`src/rtl/ddfs_chirp_sweeper.sv`:
```
// DDFS core with a linear chirp engine.
// A tuning word steps from a start value towards a stop value at the chirp
// rate, in one-shot, repeat or bounce mode. The word is phase-accumulated at
// the sample rate, and the top ADDR_W phase bits form the sine-LUT address.
module ddfs_chirp_sweeper #(
    parameter int FTW_W       = 16,
    parameter int ADDR_W      = 8,
    parameter int SYS_FREQ    = 50000000,
    parameter int SAMPLE_FREQ = 96000,
    parameter int CHIRP_RATE  = 200
) (
    input  logic              clk,
    input  logic              reset_n,
    input  logic              start,
    input  logic              abort,
    input  logic [1:0]        mode,
    input  logic [FTW_W-1:0]  ftw_start,
    input  logic [FTW_W-1:0]  ftw_step,
    input  logic [FTW_W-1:0]  ftw_stop,
    output logic [FTW_W-1:0]  q_ftw,
    output logic [ADDR_W-1:0] q_lut_address,
    output logic              sample_valid,
    output logic              busy,
    output logic              done,
    output logic              wrap
);

    localparam int SAMPLE_DIV = SYS_FREQ / SAMPLE_FREQ;
    localparam int CHIRP_DIV  = SYS_FREQ / CHIRP_RATE;
    localparam int SC_W       = (SAMPLE_DIV > 1) ? $clog2(SAMPLE_DIV) : 1;
    localparam int CC_W       = (CHIRP_DIV > 1) ? $clog2(CHIRP_DIV) : 1;
    localparam logic [SC_W-1:0] SC_MAX = SC_W'(SAMPLE_DIV - 1);
    localparam logic [CC_W-1:0] CC_MAX = CC_W'(CHIRP_DIV - 1);

    typedef enum logic [1:0] {
        ST_IDLE,
        ST_SWEEP_UP,
        ST_SWEEP_DOWN,
        ST_HOLD
    } state_e;

    state_e             state_q, state_d;
    logic [SC_W-1:0]    scnt_q, scnt_d;
    logic [CC_W-1:0]    ccnt_q, ccnt_d;
    logic [FTW_W-1:0]   phase_q, phase_d;
    logic [FTW_W-1:0]   ftw_q, ftw_d;
    logic [ADDR_W-1:0]  addr_q, addr_d;
    logic               sv_q, sv_d;
    logic               done_q, done_d;
    logic               wrap_q, wrap_d;
    logic [FTW_W-1:0]   start_r_q, start_r_d;
    logic [FTW_W-1:0]   step_r_q, step_r_d;
    logic [FTW_W-1:0]   stop_r_q, stop_r_d;
    logic [1:0]         mode_r_q, mode_r_d;

    logic               sample_tick;
    logic               chirp_tick;
    logic               sweeping;
    logic               launch;
    logic [FTW_W-1:0]   phase_acc;
    logic [FTW_W:0]     sum_up;
    logic [FTW_W:0]     down_floor;

    assign sample_tick = (scnt_q == SC_MAX);
    assign sweeping    = (state_q == ST_SWEEP_UP) || (state_q == ST_SWEEP_DOWN);
    assign chirp_tick  = sweeping && (ccnt_q == CC_MAX);
    assign launch      = start && ((state_q == ST_IDLE) || (state_q == ST_HOLD));
    assign phase_acc   = phase_q + ftw_q;
    assign sum_up      = {1'b0, ftw_q} + {1'b0, step_r_q};
    assign down_floor  = {1'b0, start_r_q} + {1'b0, step_r_q};

    // Next-state logic: counters, phase accumulator and chirp FSM.
    // Priority is abort, then launch, then chirp tick.
    always_comb begin
        state_d   = state_q;
        scnt_d    = sample_tick ? '0 : scnt_q + SC_W'(1);
        ccnt_d    = sweeping ? (chirp_tick ? '0 : ccnt_q + CC_W'(1)) : '0;
        phase_d   = phase_q;
        ftw_d     = ftw_q;
        addr_d    = addr_q;
        sv_d      = 1'b0;
        done_d    = 1'b0;
        wrap_d    = 1'b0;
        start_r_d = start_r_q;
        step_r_d  = step_r_q;
        stop_r_d  = stop_r_q;
        mode_r_d  = mode_r_q;

        // Phase uses the pre-update tuning word when a chirp step coincides.
        if (sample_tick && (state_q != ST_IDLE)) begin
            phase_d = phase_acc;
            addr_d  = phase_acc[FTW_W-1 -: ADDR_W];
            sv_d    = 1'b1;
        end

        if (abort) begin
            state_d = ST_IDLE;
            ftw_d   = '0;
            ccnt_d  = '0;
            phase_d = phase_q;
            addr_d  = addr_q;
            sv_d    = 1'b0;
        end else if (launch) begin
            start_r_d = ftw_start;
            step_r_d  = ftw_step;
            stop_r_d  = ftw_stop;
            mode_r_d  = mode;
            ftw_d     = ftw_start;
            phase_d   = '0;
            addr_d    = addr_q;
            sv_d      = 1'b0;
            ccnt_d    = '0;
            if (ftw_stop <= ftw_start) begin
                state_d = ST_HOLD;
                done_d  = 1'b1;
            end else begin
                state_d = ST_SWEEP_UP;
            end
        end else if (chirp_tick) begin
            if (state_q == ST_SWEEP_UP) begin
                if (sum_up >= {1'b0, stop_r_q}) begin
                    case (mode_r_q)
                        2'd1: begin
                            ftw_d  = start_r_q;
                            wrap_d = 1'b1;
                        end
                        2'd2: begin
                            ftw_d   = stop_r_q;
                            state_d = ST_SWEEP_DOWN;
                        end
                        default: begin
                            ftw_d   = stop_r_q;
                            state_d = ST_HOLD;
                            done_d  = 1'b1;
                        end
                    endcase
                end else begin
                    ftw_d = sum_up[FTW_W-1:0];
                end
            end else begin
                if ({1'b0, ftw_q} < down_floor) begin
                    ftw_d   = start_r_q;
                    state_d = ST_SWEEP_UP;
                    wrap_d  = 1'b1;
                end else begin
                    ftw_d = ftw_q - step_r_q;
                end
            end
        end
    end

    // State registers with asynchronous active-low clear.
    always_ff @(posedge clk or negedge reset_n) begin
        if (!reset_n) begin
            state_q   <= ST_IDLE;
            scnt_q    <= '0;
            ccnt_q    <= '0;
            phase_q   <= '0;
            ftw_q     <= '0;
            addr_q    <= '0;
            sv_q      <= 1'b0;
            done_q    <= 1'b0;
            wrap_q    <= 1'b0;
            start_r_q <= '0;
            step_r_q  <= '0;
            stop_r_q  <= '0;
            mode_r_q  <= '0;
        end else begin
            state_q   <= state_d;
            scnt_q    <= scnt_d;
            ccnt_q    <= ccnt_d;
            phase_q   <= phase_d;
            ftw_q     <= ftw_d;
            addr_q    <= addr_d;
            sv_q      <= sv_d;
            done_q    <= done_d;
            wrap_q    <= wrap_d;
            start_r_q <= start_r_d;
            step_r_q  <= step_r_d;
            stop_r_q  <= stop_r_d;
            mode_r_q  <= mode_r_d;
        end
    end

    assign q_ftw         = ftw_q;
    assign q_lut_address = addr_q;
    assign sample_valid  = sv_q;
    assign busy          = sweeping;
    assign done          = done_q;
    assign wrap          = wrap_q;

endmodule

```
`config.mk`:
```
export PLATFORM = sky130hd
export DESIGN_NAME = ddfs_chirp_sweeper
export DESIGN_NICKNAME = d
export VERILOG_FILES = /design/src/rtl/ddfs_chirp_sweeper.sv
export SDC_FILE = /design/constraint.sdc
export NUM_CORES = 1
export LEC_CHECK = 0
export ABC_AREA = 1
export CAP_MARGIN = 0
export CORE_MARGIN = 2
export CORE_UTILIZATION = 49
export CTS_CLUSTER_SIZE = 30
export DETAILED_ROUTE_END_ITERATION = 8
export PLACE_DENSITY = 0.68
export SKIP_CTS_REPAIR_TIMING = 1
export SLEW_MARGIN = 20
export SYNTH_ARGS = -nofsm -noshare
export SYNTH_HDL_FRONTEND = slang
export SYNTH_SLANG_ARGS = --single-unit
export TNS_END_PERCENT = 20
```
`constraint.sdc`:
```
create_clock -name clk -period 4.53 [get_ports clk]
set_clock_uncertainty 0.05 [all_clocks]
set_input_delay 0.906 -clock clk [delete_from_list [all_inputs] [get_ports clk]]
set_output_delay 0.906 -clock clk [all_outputs]
set_load 0.1 [all_outputs]
```
# After elaboration in Yosys (flattened, before gate mapping)
# Cells that the tools add are included.
# op_classes
muxes	39
magnitude_cmp	3
n_reduce_logical	15
bitwise	2
addsub	6
eq_ne	9
n_shift	0
n_div	0
multipliers	0
# ops
op	count
16-bit two-way mux	9
18-bit two-way mux	4
16-bit by 16-bit adder with 17-bit output	2
18-bit by 1-bit adder with 18-bit output (second input constant)	1
18-bit == test (second input constant)	1
17-bit by 16-bit greater-or-equal comparator with 1-bit output	1
16-bit by 17-bit less-than comparator with 1-bit output	1
1-bit two-way mux	17
16-bit adder	1
16-bit <= comparator	1
16-bit subtractor	1
2-bit two-way mux	7
10-bit by 1-bit adder with 10-bit output (second input constant)	1
10-bit == test (second input constant)	1
10-bit two-way mux	1
2-bit == test (second input constant)	3
2-bit by 1-bit == test with 1-bit output (second input constant)	2
4-bit by 3-bit inequality test with 1-bit output (second input constant)	1
4-bit inequality test (second input constant)	1
2-bit one-hot mux with 2 select lines	1
2-bit AND reduction	2
4-bit AND reduction	1
2-bit nonzero test	2
4-bit nonzero test	1
7 further kinds	11
# word_totals
elab_cells	87
inputBits	54
mem_count	0
mem_bits_ro	0
regBits	123
latchBits	0
mem_bits_rw	0

# Logic depth before layout (Yosys ltp)
# Gate-level depths: netlist of run 1.
# depth
ltp_word	8
mapped_depth	27
ltp_nobuf	26

# Worst setup path after synthesis of run 1
# OpenSTA, ideal clock, no wires.
# synth_timing
kind	register -> register
start	reg ftw_q[1] (netlist: q_ftw[1])
end	reg ftw_q[7] (netlist: q_ftw[7])
stages_incl_launch_ff	22
n_path_buf	1
setup_slack_ns	0.624
t_arrival_ns	3.781
path_cell_list	dfrtp_1 -> inv_1 -> fa_1 -> o21ai_4 -> nand2_2 -> nand2_2 -> nand2_2 -> nand2_1 -> xor2_1 -> ha_1 -> a21oi_1 -> o21ai_0 -> a21oi_1 -> nand2_1 -> nand2_1 -> nand2_1 -> nand2_1 -> buf_2 -> nand3_1 -> nand3_2 -> nand3_2 -> a21oi_2
# synth_via
elab_chain_cells	7
elab_cells_between_ends	10
# synth_rtl
element	line	text
start, declared	46	logic [FTW_W-1:0] ftw_q, ftw_d;
start signal, assigned	173	ftw_q <= ftw_d;
16-bit by 16-bit adder with 17-bit output	69	assign sum_up = {1'b0, ftw_q} + {1'b0, step_r_q};
17-bit by 16-bit greater-or-equal comparator with 1-bit output	121	if (sum_up >= {1'b0, stop_r_q}) begin
16-bit two-way mux	121	
16-bit two-way mux (*)	120	if (state_q == ST_SWEEP_UP) begin
16-bit two-way mux (*)	119	end else if (chirp_tick) begin
16-bit two-way mux (*)	103	end else if (launch) begin
16-bit two-way mux (*)	96	if (abort) begin
# Every way passes the cells marked *; elsewhere a longest branch is shown, timed or not. The select of a mux whose other input is x is not followed.
# A chain may end at the register's enable or synchronous reset.

# Final worst setup path of run 1
# layout_timing
start	reg ftw_q[8] (netlist: q_ftw[8])
end	reg ftw_q[12] (netlist: q_ftw[12])
# The elaborated chain is that of the path after synthesis.

==> results of run 1 <==
[cells by family (layout without fill, tap and decap cells)]
logic type               Yosys count  in the layout  share of synthesized area, %
XOR/XNOR                          52             52                          4.50
buffers and inverters            204            284                          8.41
AND/OR/NAND/NOR                  589            589                          26.7
flip-flops                       123            123                          30.4
adder cells (fa/ha/maj)          120            120                          15.1
AO/OA/AOI/OAI                    258            258                          14.8
[cells in the final DEF, fill, tap and decap left out, types with 3 or more instances in the layout]
cell / synthesis / layout
a21oi_1: 103 / 103
a31oi_1: 5 / 5
a21o_1: 5 / 5
a21oi_2: 9 / 9
nand3b_1: 6 / 6
nor4_1: 6 / 6
dfrtp_1: 123 / 123
inv_1: 146 / 146
nand3_1: 96 / 96
nor3b_1: 3 / 3
nand3_2: 19 / 19
o31ai_1: 4 / 4
nor3_1: 30 / 30
o21ai_1: 9 / 9
o21ai_2: 3 / 3
nand2_1: 295 / 295
inv_6: 1 / 6
xor2_1: 40 / 40
clkinv_2: 1 / 3
nand2_2: 16 / 16
nand4_1: 15 / 15
xnor2_1: 12 / 12
clkbuf_16: 0 / 17
clkdlybuf4s50_1: 0 / 80
nor2_4: 2 / 3
o21ai_0: 91 / 91
o2111ai_1: 3 / 3
ha_1: 116 / 115
nor2_2: 3 / 3
clkinv_4: 0 / 5
buf_4: 5 / 7
fa_1: 4 / 4
inv_2: 15 / 15
o21a_1: 4 / 4
nor2_1: 88 / 87
[layer usage]
metal	GRT usage [%]	share of wire, %	up-vias
met5	0	0	-
met2	40.3	44	293
met4	8.17	2.0	0
met1	38.2	47	4352
li1	-	-	4608
met3	3.77	6.3	39
[sequential cells by signal, summed over array words and instances, names as in the netlist, 8 cells and up]
register and flops:
ccnt_q 18, phase_q 16, q_ftw 16, q_lut_address 8
scnt_q 10, start_r_q 16, step_r_q 16, stop_r_q 16
[layout make-up]
type / count / area share (%)
inverters: 164 / 5.32
well taps: 270 / 2.89
repair buffers: 88 / 7.47
clock buffers: 17 / 3.64
flip-flops and latches: 123 / 26.3
clock inverters: 15 / 1.41
multi-input cells: 1019 / 53.0
[final timing paths]
path / start / end / slack [ns] / cells after the start
min in group asynchronous: reset_n / scnt_q[7]$_DFF_PN0_ / 0.47 / 2
hold reg to reg: ccnt_q[0]$_DFF_PN0_ / ccnt_q[0]$_DFF_PN0_ / 0.42 / 1
hold / removal: ccnt_q[0]$_DFF_PN0_ / ccnt_q[0]$_DFF_PN0_ / 0.42 / 1
max in group asynchronous: reset_n / phase_q[10]$_DFFE_PN0P_ / 3.32 / 2
setup / recovery: q_ftw[8]$_DFFE_PN0N_ / q_ftw[12]$_DFFE_PN0N_ / 0.33 / 21
setup reg to reg: q_ftw[8]$_DFFE_PN0N_ / q_ftw[12]$_DFFE_PN0N_ / 0.33 / 21
[worst max-delay path, cell delays in order, from the launching register on]
cell and delay [ns]:
dfrtp_1 0.49, ha_1 0.50, o21ai_0 0.22, a21oi_1 0.34, nand2_1 0.12, a21oi_1 0.19, xor2_1 0.24, inv_1 0.07
ha_1 0.33, nand2_1 0.15, o21ai_0 0.13, a21oi_1 0.13, nand2_1 0.08, nand2_1 0.06, nand2_1 0.04, nand2_1 0.22
nand2_4 0.23, nand2_1 0.15, nor2_1 0.05, nor2_1 0.12, nand2_1 0.07, a21oi_1 0.13
[metrics by stage]
| stage | cells | area, sq um | setup WS, ns | hold slack (ns) | util [%] |
|---|---|---|---|---|---|
| floorplan | 1346 | 10100 | 0.624 | 0.383 | - |
| global placement | 1664 | 11100 | 0.571 | 0.400 | 54.9 |
| detailed placement | 1664 | 11100 | 0.490 | 0.407 | 54.9 |
| CTS | 1696 | 11700 | 0.455 | 0.418 | 57.8 |
| global route | 1696 | 11700 | 0.0386 | 0.434 | 57.8 |
| finish | 1696 | 11700 | 0.332 | 0.416 | 57.8 |
==> metrics.md, run 1 <==
| Metric | Value |
|---|---|
| Max_cap viols | `0` |
| Vias in the first global route | `8791` |
| Mapped Nets | `1520` |
| Critical Path End Type | `register` |
| Total grt overflow | `0` |
| Async set-reset flop share out of synthesis | `100%` |
| Routed len/inst | `16.4 microns` |
| Post-synth EDFFs | `0` |
| Layout area overhead | `15.7%` |
| GRT Total Usage | `26.2%` |
| Core Area | `0.0202 sq mm` |
| CP Data Required Time | `4.83 ns` |
| PortBufs | `81` |
| Drt total wl | `27800 microns` |
| Die Y | `148 microns` |
| Total Nets Final | `1587` |
| Initial core utilization | `50.0%` |
| Final period util | `92.7%` |
| Yosys cell types | `59` |
| Share of the synthesized area in the top cell type | `30.4%` |
| Setup TNS | `0 ns` |
| Crit path kind | `reg2reg` |
| Crit path arrival time | `4.50 ns` |
| Status | `complete, no violations` |
| Crit Path Max Fanout | `16` |
| Register area | `0.00308 sq mm` |
| Finish-stage setup viols | `0` |
| Worst hold path type | `reg2reg` |
| Layout cell share with drive strength beyond 1 | `8.84%` |
| Final Hold Fails | `0` |
| Min Tclk post-route | `4.20 ns` |
| Yosys warns | `0` |
| Worst slew margin | `33.4%` |
| F_max | `238 MHz` |
| Most common flop cell mapped by yosys | `dfrtp_1` |
| Area leader, netlist | `dfrtp_1` |
| Yosys reg bits | `123` |
| Pin count of the biggest net entering global routing | `124` |
| Routability cong. | `0.911` |
| HPWL Detailed | `21100 microns` |
| Die W | `148 microns` |
| Clock latency on the worst-skew pair | `0.43 ns` |
| Clk slew on worst S/H paths | `0.06 ns` |
| Count leader, synth | `nand2_1` |
| Slew @ Worst Pin | `0.989 ns` |
| Root buffer cell | `clkbuf_16` |
| Htree depth | `4` |
| Antenna diodes | `0` |
| First-pass GRT wire length | `45300 microns` |
| RSZ-0062 raised after global routing | `false` |
| Area contributors post-synth | `dfrtp_1 (30%), ha_1 (14%), nand2_1 (11%), inv_1 (5.4%), a21oi_1 (5.1%)` |
| CTS Buffer Depth | `2` |
| Fill cells | `1881` |
| Synthesized area | `0.0101 sq mm` |
| Startpoint types | `register` |
| Routed via count | `9292` |
| Rows | `52` |
| Initial antenna violation count | `0` |
| Post-synthesis cell count | `1346` |
| Slew Viols, Final | `0` |
| Die Area | `0.0218 sq mm` |
| Drt first pass iters | `5` |
| DR iter-0 viols | `693` |
| Synth top cells by count | `nand2_1 (295), inv_1 (146), dfrtp_1 (123)` |
| Clock Sink Count | `123` |
| DRT antenna net count | `0` |
| CTS tree | `built` |
| Area of the multi-input gates | `0.00619 sq mm` |
| Avg Cell Area, Syn | `7.51 sq um` |
| DRC violations left | `0` |
| Post-synthesis sequential area ratio | `30.4%` |
| CTS buffer count | `17` |
| Drt via density | `5.48` |
| Io pins | `82` |
Power of run 1 is left out: the tool's default activity adds up to more than one toggle a clock period on the data nets, which glitch-free logic cannot reach.
==> run 2: changes to the inputs <==
GPL_TIMING_DRIVEN = 0   (was unset)
==> run 2 against run 1 <==
- sequential share of layout area is 0.28 points lower
- worst setup slack better by 0.11 ns
- fmax is 2.7% higher
- critical path depth is 3 lower
- register-to-register slack better by 0.11 ns
- flip-flop and latch count stayed put
- final cell count is 1.9% higher
- non-clock buffer count is 33 higher
- first-iteration DRC count is 1.6% higher
- clock-buffer cell count is 1 higher
==> metrics.md, run 2 (same netlist as run 1, synthesis figures left out) <==
| Metric | Value |
|---|---|
| Status | `complete, no violations (unchanged)` |
| Register area | `0.00308 sq mm (unchanged)` |
| Routed via count | `9398 (was 9292)` |
| Fin util | `58.4% (was 57.8%)` |
| Slew @ Worst Pin | `1.06 ns (was 0.989 ns)` |
| F_max | `245 MHz (was 238 MHz)` |
| Root buffer cell | `clkbuf_16 (unchanged)` |
| Clock Sink Count | `123 (unchanged)` |
| Layout area overhead | `16.9% (was 15.7%)` |
| Crit path arrival time | `4.37 ns (was 4.50 ns)` |
| Fill cells | `1889 (was 1881)` |
| Final period util | `90.2% (was 92.7%)` |
| Setup slack after layout | `0.442 ns (was 0.332 ns)` |
| Initial core utilization | `50.0% (unchanged)` |
| Pin count of the biggest net entering global routing | `78 (was 124)` |
| Routed len/inst | `16.7 microns (was 16.4 microns)` |
| CP Data Required Time | `4.81 ns (was 4.83 ns)` |
| Most common cell after layout, fill and taps aside | `nand2_1 (unchanged)` |
| Clk slew on worst S/H paths | `0.07 ns (was 0.06 ns)` |
| Drt total wl | `28800 microns (was 27800 microns)` |
| Rows | `52 (unchanged)` |
| Die W | `148 microns (unchanged)` |
| Finish-stage setup viols | `0 (unchanged)` |
| Final Hold Fails | `0 (unchanged)` |
| Min Tclk post-route | `4.09 ns (was 4.20 ns)` |
| Worst hold path type | `in2async (was reg2reg)` |
| Slew Viols, Final | `0 (unchanged)` |
| Drt via density | `5.44 (was 5.48)` |
| CTS buffer count | `17 (unchanged)` |
| Core Area | `0.0202 sq mm (unchanged)` |
| CTS Buffer Depth | `2 (unchanged)` |
| Die Area | `0.0218 sq mm (unchanged)` |
| Critical Path End Type | `register (unchanged)` |
| Total grt overflow | `0 (unchanged)` |
| Die Y | `148 microns (unchanged)` |
| Hold Slack | `0.310 ns (was 0.416 ns)` |
| Max_cap viols | `0 (unchanged)` |
| Clock latency on the worst-skew pair | `0.43 ns (about the same)` |
| Io pins | `82 (unchanged)` |
| DR iter-0 viols | `704 (was 693)` |
| Drt first pass iters | `5 (unchanged)` |
| Antenna diodes | `0 (unchanged)` |
| Crit path kind | `reg2reg (unchanged)` |
| PortBufs | `80 (was 81)` |
| Commonest non-fill, non-tap cells in the layout | `nand2_1 (295), inv_1 (146), dfrtp_1 (123) (unchanged)` |
| DRC violations left | `0 (unchanged)` |
| Layout cell share with drive strength beyond 1 | `9.46% (was 8.84%)` |
| Area of the multi-input gates | `0.00618 sq mm (was 0.00619 sq mm)` |
| Top reg by flops | `ccnt_q (unchanged)` |
| First-pass GRT wire length | `46500 microns (was 45300 microns)` |
| CTS tree | `built (unchanged)` |
| Vias in the first global route | `9097 (was 8791)` |
| Initial antenna violation count | `0 (unchanged)` |
| Setup TNS | `0 ns (unchanged)` |
| Crit Path Max Fanout | `8 (was 16)` |
| HPWL Detailed | `23000 microns (was 21100 microns)` |
| GRT Total Usage | `27.2% (was 26.2%)` |
| Routability cong. | `0.964 (was 0.911)` |
| Largest register FFs | `18 (unchanged)` |
| Startpoint types | `register (unchanged)` |
| Worst slew margin | `28.7% (was 33.4%)` |
| Total Nets Final | `1620 (was 1587)` |
| DRT antenna net count | `0 (unchanged)` |
| RSZ-0062 raised after global routing | `false (unchanged)` |
| Htree depth | `4 (unchanged)` |
| Worst slack, placed | `0.521 ns (was 0.490 ns)` |
run 2: changes by cell type in the layout (fill, tap and decap cells not counted), sizes merged:
cell and change:
bufinv -2, clkinv -3, clkinvlp +3, buf +15, clkdlybuf4s50 -1, inv +1
clkbuf +20
run 2: final timing paths:
path                       cells past startpoint                         to                 start  slack [ns]
setup / recovery                              18     state_q[1]$_DFFE_PN0P_  q_ftw[8]$_DFFE_PN0N_        0.44
hold / removal                                 1        scnt_q[7]$_DFF_PN0_               reset_n        0.31
setup reg to reg                              18     state_q[1]$_DFFE_PN0P_  q_ftw[8]$_DFFE_PN0N_        0.44
hold reg to reg                                1        scnt_q[0]$_DFF_PN0_   scnt_q[0]$_DFF_PN0_        0.41
max in group asynchronous                      2  start_r_q[10]$_DFFE_PN0P_               reset_n        3.41
min in group clk                               1        scnt_q[0]$_DFF_PN0_   scnt_q[0]$_DFF_PN0_        0.41
run 2: worst max-delay path, stage by stage, from the launching register on:
cell and delay, ns:
dfrtp_1 0.50, ha_1 0.33, buf_2 0.19, o21ai_0 0.18, a21oi_1 0.33, nand2_1 0.13
a21oi_1 0.19, xor2_1 0.30, inv_1 0.10, ha_1 0.34, nand4_1 0.17, nor4_2 0.40
nor2_4 0.11, nand3_2 0.14, inv_2 0.09, o21ai_2 0.20, nand2_1 0.09, nand2_1 0.07
nand2_1 0.05
run 2: metrics by stage:
stage                     instance area (sq um)  std cells
after global routing                      11800       1729
final                                     11800       1729
after detailed placement                  11300       1697
after global placement                    11300       1696
after floorplan                           10100       1346
after CTS                                 11800       1729
run 2: metal layers:
| metal | up-vias | track usage (%) | wire, microns |
|---|---|---|---|
| met5 | - | 0 | 0 |
| met4 | 0 | 10.8 | 905 |
| met3 | 50 | 2.87 | 1480 |
| met2 | 247 | 43.7 | 13200 |
| met1 | 4418 | 37.8 | 13200 |
| li1 | 4683 | - | - |
run 2: final cells by class:
| class | instances | area share, % |
|---|---|---|
| clock inverters | 14 | 0.931 |
| flip-flops and latches | 123 | 26.0 |
| repair buffers | 81 | 7.05 |
| multi-input cells | 1019 | 52.3 |
| plain buffers | 40 | 1.94 |
| inverters | 164 | 5.26 |
| clock buffers | 18 | 3.63 |
| well taps | 270 | 2.86 |
Power of run 2 is left out for the same reason.
==> variant: new RTL, config.mk and constraints of run 1 <==
Reset style: synchronous (`reset_n`), changed in one clocked block. Comments in the files are not updated.
--- a/src/rtl/ddfs_chirp_sweeper.sv
+++ b/src/rtl/ddfs_chirp_sweeper.sv
@@ -150,7 +150,7 @@
     end
 
     // State registers with asynchronous active-low clear.
-    always_ff @(posedge clk or negedge reset_n) begin
+    always_ff @(posedge clk) begin
         if (!reset_n) begin
             state_q   <= ST_IDLE;
             scnt_q    <= '0;
Formal check against the unedited RTL: differs if reset_n is asserted again (counterexample within 4 cycles, from zero or initial values and one cycle with reset_n low); with reset_n held inactive, the same outputs for 10 cycles.
==> variant against run 1 <==
- design area shrank 3.9%
- sequential cell count is the same
- largest cell class unchanged
- fmax up 4.1%
- routed wire length up 2.8%
- area after synthesis down 5.8%
- critical endpoint is now state_q[1]$_SDFFE_PP0P_
- critical path depth is 1 higher
- setup slack improved by 0.16 ns
==> variant: results (changes against run 1) <==
Final layout
  – Final std cells w/o fill: 1757 (was 1696)
  – Clock-cell share: 5.14% (was 5.05%)
  – Nets: 1652 (was 1587)
  – Layout inverter count without the clock tree: 201 (was 164)
  – Non-clk bufs: 106 (was 88)
  – Share of layout cells above drive strength 1: 5.50% (was 8.84%)
  – Multi-input gate share of total cell area: 54.4% (was 53.0%)

Critical path
  – Slowest CP cell: fa_1 (was ha_1)
  – Crit-path max FO: 23 (was 16)
  – CP peak stage delay: 0.40 ns (was 0.50 ns)
  – Critical Path AT: 4.35 ns (was 4.50 ns)

Synthesis
  – Syn Area/Cell: 6.80 sq um (was 7.51 sq um)
  – Ys async rst share: 0% (was 100%)
  – Yosys top cell area share: 25.8% (was 30.4%)
  – Syn nets: 1574 (was 1520)
  – Synth cell count leaders: nand2_1, inv_1, a21oi_1 (was nand2_1, inv_1, dfrtp_1)
  – Sequential fraction of the synthesis area: 25.8% (was 30.4%)
  – Main synth FF type: dfxtp_1 (was dfrtp_1)
  – Top post-synthesis cells by area: dfxtp_1, ha_1, nand2_1, inv_1, a21oi_1 (was dfrtp_1, ha_1, nand2_1, inv_1, a21oi_1)

STA
  – Final Critical Period: 4.03 ns (was 4.20 ns)

Drt
  – TritonRoute pass-1 iters: 8 (was 5)
  – Via/cell ratio: 5.47 (was 5.48)
  – WL/cell: 16.3 um (was 16.4 um)
  – Drt first-iter violations: 736 (was 693)

Placement
  – Routability cong.: 0.977 (was 0.911)
  – Dpl ws: 0.394 ns (was 0.490 ns)
  – Hpwl dp: 22200 um (was 21100 um)
  – Placed instance count: 1725 (was 1664)

Global route
  – First-pass GRT wire length: 45800 um (was 45300 um)
  – GRT Total Usage: 28.4% (was 26.2%)
  – Vias in the first global route: 8940 (was 8791)

Outcome
  – Status: completed (unchanged)
variant: cell count changes after synthesis, moves of 10 or more:
cell             run 1  this run
a211oi_1             1        15
dfrtp_1            123         0
clkbuf_1            19        34
inv_1              146       196
nand4_1             15        34
inv_2               15         4
nand3_2             19         1
a21oi_1            103       141
nand2_1            295       252
o21ai_0             91       112
nand3_1             96       106
dfxtp_1              0       123
nor3_1              30        20
variant: final timing paths:
check / from / to / cells past startpoint
setup / recovery: step_r_q[0]$_SDFFE_PN0P_ / state_q[1]$_SDFFE_PP0P_ / 22
hold / removal: scnt_q[0]$_SDFF_PP0_ / scnt_q[0]$_SDFF_PP0_ / 1
setup reg to reg: step_r_q[0]$_SDFFE_PN0P_ / state_q[1]$_SDFFE_PP0P_ / 22
hold reg to reg: scnt_q[0]$_SDFF_PP0_ / scnt_q[0]$_SDFF_PP0_ / 1
variant: kinds of logic (layout without fill, tap and decap cells):
group                      Yosys count  count (layout)  synth area share, %
AOI/OAI and AO/OA                  318             318                 18.3
buffers and inverters              248             339                 10.1
adders and majority gates          119             119                 15.9
and+or+nand+nor                    548             548                 25.7
DFF                                123             123                 25.8
xor gates and xnor gates            45              45                 4.14
variant: stage by stage:
stage	cell area (sq um)	hold slack [ns]
after floorplan	9530	0.368
after global placement	10700	0.385
after detailed placement	10700	0.393
after CTS	11200	0.405
after global routing	11200	0.439
final	11200	0.398
variant: metal layers:
layer  up-vias  global-route usage (%)  routed length (um)
met3        76                    4.33                1520
met2       325                    46.4               13200
met1      4366                    38.1               12900
met5         -                       0                   0
li1       4844                       -                   -
met4         0                    10.4                 988
